$ cat src/rtl/fft_frame_sched.sv
// Frame scheduler for the 4-lane fft_64 data FIFO bank. It issues the shared ctrl_in start pulse,
// exports the beat phase, predicts output framing and checks lane-0 ctrl_out against it.
module fft_frame_sched #(
  parameter int unsigned FRAME_LEN    = 16,
  parameter int unsigned PHASE_W      = 4,
  parameter int unsigned FIFO_LAT     = 16,
  parameter int unsigned MAX_INFLIGHT = 2
) (
  input  logic               clk,
  input  logic               rst,
  input  logic               in_valid,
  input  logic               in_sop,
  output logic               in_ready,
  output logic               fifo_ctrl,
  output logic [PHASE_W-1:0] fifo_phase,
  input  logic               fifo_ctrl_out,
  output logic               out_sop,
  output logic               out_valid,
  output logic [1:0]         inflight,
  output logic               gap_err,
  output logic               sop_err,
  output logic               align_err,
  input  logic               err_clr
);

  localparam logic [PHASE_W-1:0] LAST_PH = PHASE_W'(FRAME_LEN - 1);
  localparam logic [1:0]         MAX_F   = 2'(MAX_INFLIGHT);

  typedef enum logic [1:0] {S_IDLE, S_STREAM, S_ERR} state_e;

  state_e              state_q, state_d;
  logic [PHASE_W-1:0]  phase_q, phase_d;
  logic [FIFO_LAT-1:0] dly_q, dly_d;
  logic [PHASE_W-1:0]  ocnt_q, ocnt_d;
  logic [1:0]          infl_q, infl_d;
  logic                gap_q, gap_d;
  logic                sop_q, sop_d;
  logic                align_q, align_d;
  logic                armed_q, armed_d;

  logic                room;
  logic                start;
  logic                ready_c;
  logic                ctrl_c;
  logic                gap_set;
  logic                sop_set;
  logic                align_set;
  logic                last_beat;
  logic [PHASE_W-1:0]  phase_out;

  assign room  = (infl_q < MAX_F);
  assign start = in_valid & in_sop & room;

  // Phase 0 in STREAM is the slot right after a frame's last beat: either a back-to-back
  // start is taken there or the scheduler falls back to IDLE, so it behaves like IDLE.
  always_comb begin
    state_d   = state_q;
    phase_d   = phase_q;
    phase_out = phase_q;
    ready_c   = 1'b0;
    ctrl_c    = 1'b0;
    gap_set   = 1'b0;
    sop_set   = 1'b0;
    case (state_q)
      S_IDLE: begin
        ready_c = room;
        if (start) begin
          ctrl_c    = 1'b1;
          phase_out = '0;
          phase_d   = PHASE_W'(1);
          state_d   = S_STREAM;
        end
      end
      S_STREAM: begin
        if (phase_q == '0) begin
          ready_c = room;
          if (start) begin
            ctrl_c  = 1'b1;
            phase_d = PHASE_W'(1);
          end else begin
            state_d = S_IDLE;
          end
        end else begin
          ready_c = 1'b1;
          if (in_valid) begin
            sop_set = in_sop;
            phase_d = (phase_q == LAST_PH) ? '0 : phase_q + PHASE_W'(1);
          end else begin
            gap_set = 1'b1;
            state_d = S_ERR;
          end
        end
      end
      S_ERR: begin
        if (err_clr) state_d = S_IDLE;
      end
      default: state_d = S_IDLE;
    endcase
  end

  assign in_ready   = rst & ready_c;
  assign fifo_ctrl  = rst & ctrl_c;
  assign fifo_phase = phase_out;

  assign out_sop   = dly_q[FIFO_LAT-1];
  assign out_valid = out_sop | (ocnt_q != '0);
  assign last_beat = ~out_sop & (ocnt_q == PHASE_W'(1));

  always_comb begin
    dly_d  = {dly_q[FIFO_LAT-2:0], fifo_ctrl};
    ocnt_d = ocnt_q;
    if (out_sop)              ocnt_d = LAST_PH;
    else if (ocnt_q != '0)    ocnt_d = ocnt_q - PHASE_W'(1);

    infl_d = infl_q;
    case ({fifo_ctrl, last_beat})
      2'b10:   if (infl_q < MAX_F) infl_d = infl_q + 2'd1;
      2'b01:   if (infl_q != '0)   infl_d = infl_q - 2'd1;
      default: infl_d = infl_q;
    endcase
  end

  // The out_sop cycle itself is the first one checked after reset or err_clr.
  always_comb begin
    align_set = (armed_q | out_sop) & (fifo_ctrl_out != out_sop);
    armed_d   = err_clr ? 1'b0 : (armed_q | out_sop);
    gap_d     = gap_set   | (gap_q   & ~err_clr);
    sop_d     = sop_set   | (sop_q   & ~err_clr);
    align_d   = align_set | (align_q & ~err_clr);
  end

  always_ff @(posedge clk or negedge rst) begin
    if (!rst) begin
      state_q <= S_IDLE;
      phase_q <= '0;
      dly_q   <= '0;
      ocnt_q  <= '0;
      infl_q  <= '0;
      gap_q   <= 1'b0;
      sop_q   <= 1'b0;
      align_q <= 1'b0;
      armed_q <= 1'b0;
    end else begin
      state_q <= state_d;
      phase_q <= phase_d;
      dly_q   <= dly_d;
      ocnt_q  <= ocnt_d;
      infl_q  <= infl_d;
      gap_q   <= gap_d;
      sop_q   <= sop_d;
      align_q <= align_d;
      armed_q <= armed_d;
    end
  end

  assign inflight  = infl_q;
  assign gap_err   = gap_q;
  assign sop_err   = sop_q;
  assign align_err = align_q;

endmodule
$ cat config.mk
export PLATFORM = sky130hd
export DESIGN_NAME = fft_frame_sched
export DESIGN_NICKNAME = d
export VERILOG_FILES = /design/src/rtl/fft_frame_sched.sv
export SDC_FILE = /design/constraint.sdc
export NUM_CORES = 1
export LEC_CHECK = 0
export CORE_MARGIN = 1
export CORE_UTILIZATION = 52
export DETAILED_ROUTE_END_ITERATION = 12
export PLACE_DENSITY_LB_ADDON = 0.1
export SYNTH_ARGS = -nofsm -noshare
export SYNTH_HDL_FRONTEND = slang
export SYNTH_SLANG_ARGS = --single-unit
export TNS_END_PERCENT = 20
$ cat constraint.sdc
create_clock -name clk -period 1.86 [get_ports clk]
set_input_delay 0.279 -clock clk [delete_from_list [all_inputs] [get_ports clk]]
set_output_delay 0.279 -clock clk [all_outputs]
set_load 0.005 [all_outputs]
==> impl_metrics.yaml <==
outcome:
  outcome: "finished with violations"
  violations: "negative setup slack"
final_layout:
  syn2layout_area_growth_pct: 42.2
  n_antenna_cell: 0
  stdcell_count: 195
  drive_gt1_share_pct: 35.3
  finalInstanceArea_mm2: 0.00188
  final_nets: 177
  fin_util_pct: 82.0
grt:
  grt_first_pass_wirelength_um: 4560
  overflow: 0
  antenna_found_initial: 0
  track_usage_pct: 24.6
  grt_start_max_net_pins: 33
  grt_pass1_vias: 1025
critical_path:
  criticalPathCategory: "flip-flop to output pin"
  end_kind: "output pin"
  path_cells: "inv_2 -> ha_1 -> or3b_4 -> a211oi_4 -> buf_2"
  crit_required_ns: 1.58
  slowest_delay_ns: 0.41
  path_delay_family: "simple AND/OR/NAND/NOR gates"
  cp.arrival_ns: 1.78
  cp_max_fo: 2
  worst-path-buf-inv: 2
  slowest_stage: "or3b_4"
  cp-start-kind: "flip-flop"
clock_tree:
  cts_buffers: 5
  ctsHoldBuffers: 0
  cts.sinks: 32
  clk_latency_ns: 0.32
  path_clk_slew_ns: 0.10
  cts_tree: "done"
  htree_num_levels: 2
  cts_max_path_buffers: 2
  cts-root-buf: "clkbuf_4"
power:
  pwr_density_cell_mw_per_mm2: 1470
  clkPwrFrac_pct: 18.6
  p_comb_share_pct: 46.1
  switching_share_pct: 32.6
  seqPwrFrac_pct: 35.3
  ir_worst_vdd_mv: 1.28
  intPower_mw: 1.87
  switching_power_mw: 0.903
  p_leak_nw: 0.909
  power_mw: 2.77
synthesis:
  syn_avg_cell_area_um2: 11.4
  syn-cell-area_mm2: 0.00133
  synth_flop_cell: "dfrtp_1"
  yosysWarnings: 0
  ys_ff_latch: 32
  synthCells: 116
  synth-edff-count: 0
  synth_cell_types: 34
  synth-async-reset-ratio_pct: 100
  synth.net_count: 127
  ys_seq_area_share_pct: 60.4
placed_design:
  place_area_mm2: 0.00164
  dpl.hpwl_um: 1730
  numPortBuffers: 18
  placed_cells: 173
  gp_congestion: 0.816
  post-place-ws_ns: -0.281
timing:
  fin_crit_ns: 2.06
  fin_ws_ns: -0.196
  worst_pin_slew_ns: 0.397
  setup_tns_ns: -0.436
  clock.fmax_ghz: 0.486
  hold_viol_final: 0
  clock-skew-final_ns: 0.00922
  grt_setup_unrepaired: "yes"
  slew-limit-headroom_pct: 73.6
  fin_hold_ws_ns: 0.350
  maxSlewViolCount: 0
  fin_crit_sh_pct: 111
  setup_viol: 5
route:
  initialDrtViolationCount: 19
  detail-route-antenna-nets: 0
  wl_um: 2870
  avgRoutedWirePerCell_um: 14.7
  vias_per_cell: 5.44
  drc_errors: 0
  via_count: 1060
  dr.pass1.iters: 4
die:
  fp.dieW_um: 52.5
  fp.dieH_um: 52.5
  io_pins: 19
  rows: 17
  die_area_mm2: 0.00275
  core_area_mm2: 0.00230
  initial_core_util_pct: 57.7
run:
  maxCapViolCount: 0
min_path:
  hp-class: "flip-flop to flip-flop"
## kinds of logic (layout without fill, tap and decap cells)
kind of cell / after synthesis / after routing / synth area share [%]
simple gates: 38 / 38 / 15.7
buf+inv: 14 / 65 / 3.97
xor+xnor: 2 / 2 / 1.32
flops: 32 / 32 / 60.4
compound gates: 25 / 25 / 13.9
fa+ha+maj: 5 / 5 / 4.72
## sequential cells by signal (all words and copies together), names as in the netlist
signal     count
inflight       2
armed_q        1
sop_err        1
phase_q        4
gap_err        1
state_q        2
ocnt_q         4
dly_q         16
align_err      1
## cells in the final DEF, fill, tap and decap left out, types with 3 or more instances in the layout
| cell type | netlist | final |
|---|---|---|
| dfrtp_1 | 32 | 32 |
| buf_4 | 0 | 23 |
| clkdlybuf4s50_1 | 0 | 11 |
| nand2_1 | 11 | 10 |
| buf_6 | 0 | 9 |
| nor2_1 | 6 | 6 |
| inv_1 | 10 | 6 |
| a21oi_1 | 6 | 6 |
| clkbuf_4 | 0 | 5 |
| inv_2 | 0 | 4 |
| ha_1 | 5 | 4 |
| and2_4 | 0 | 3 |
| nand3_1 | 3 | 3 |
| o31ai_1 | 3 | 3 |
## power by group through the flow
stage                     combinational, mW  sequential, mW  clock [mW]
after global routing                   1.37           0.995       0.567
after CTS                              1.18           0.978       0.530
after floorplan                       0.492           0.982           0
after detailed placement              0.927           0.979           0
after global placement                0.901           0.970           0
final                                  1.28           0.977       0.516
## cell usage after synthesis (all sizes together), types with 2 or more instances
master	number	area, um2
dfrtp	32	801
or3	2	12.5
nor3	2	10.0
o31ai	3	22.5
a21oi	6	30.0
nand2	11	41.3
clkbuf	4	15.0
nand3	3	15.0
inv	10	37.5
o32ai	2	17.5
xnor2	2	17.5
nor2	6	22.5
and2	4	25.0
o21ai	3	15.0
and3b	2	17.5
o211ai	2	15.0
nor2b	2	12.5
a211oi	2	27.5
ha	5	62.6
## routing by layer
metal	GRT usage [%]	vias up	part of all wire (%)
met3	5.80	8	3.4
met4	14.5	0	3.2
met1	30.0	534	44
met5	0	-	0
met2	39.5	19	49
li1	-	499	-
## layout make-up
class / count / area [um2]
Clock buffer: 5 / 37.5
Fill cell: 127 / 413
Inverter: 10 / 37.5
Tap cell: 28 / 35.0
Clock inverter: 3 / 42.5
Timing Repair Buffer: 47 / 404
Sequential cell: 32 / 801
Multi-Input combinational cell: 70 / 527
## worst paths after layout
path,startpoint,cells after the start,slack (ns),to
max,phase_q[0],5,-0.20,fifo_ctrl
min reg2reg,dly_q[7],0,0.35,dly_q[8]
max reg2reg,phase_q[1],11,0.06,phase_q[3]
min,dly_q[7],0,0.35,dly_q[8]
max in group asynchronous,rst,2,1.14,dly_q[3]
min in group asynchronous,rst,2,0.43,dly_q[12]
## timing repair
action	in CTS	in global routing
setup buffers	14	0
pin swaps	5	2
endpoints found under the hold margin	0	0
setup endpoints to repair	7	9
gates resized for setup	42	10
(Power assumes the default switching activity.)
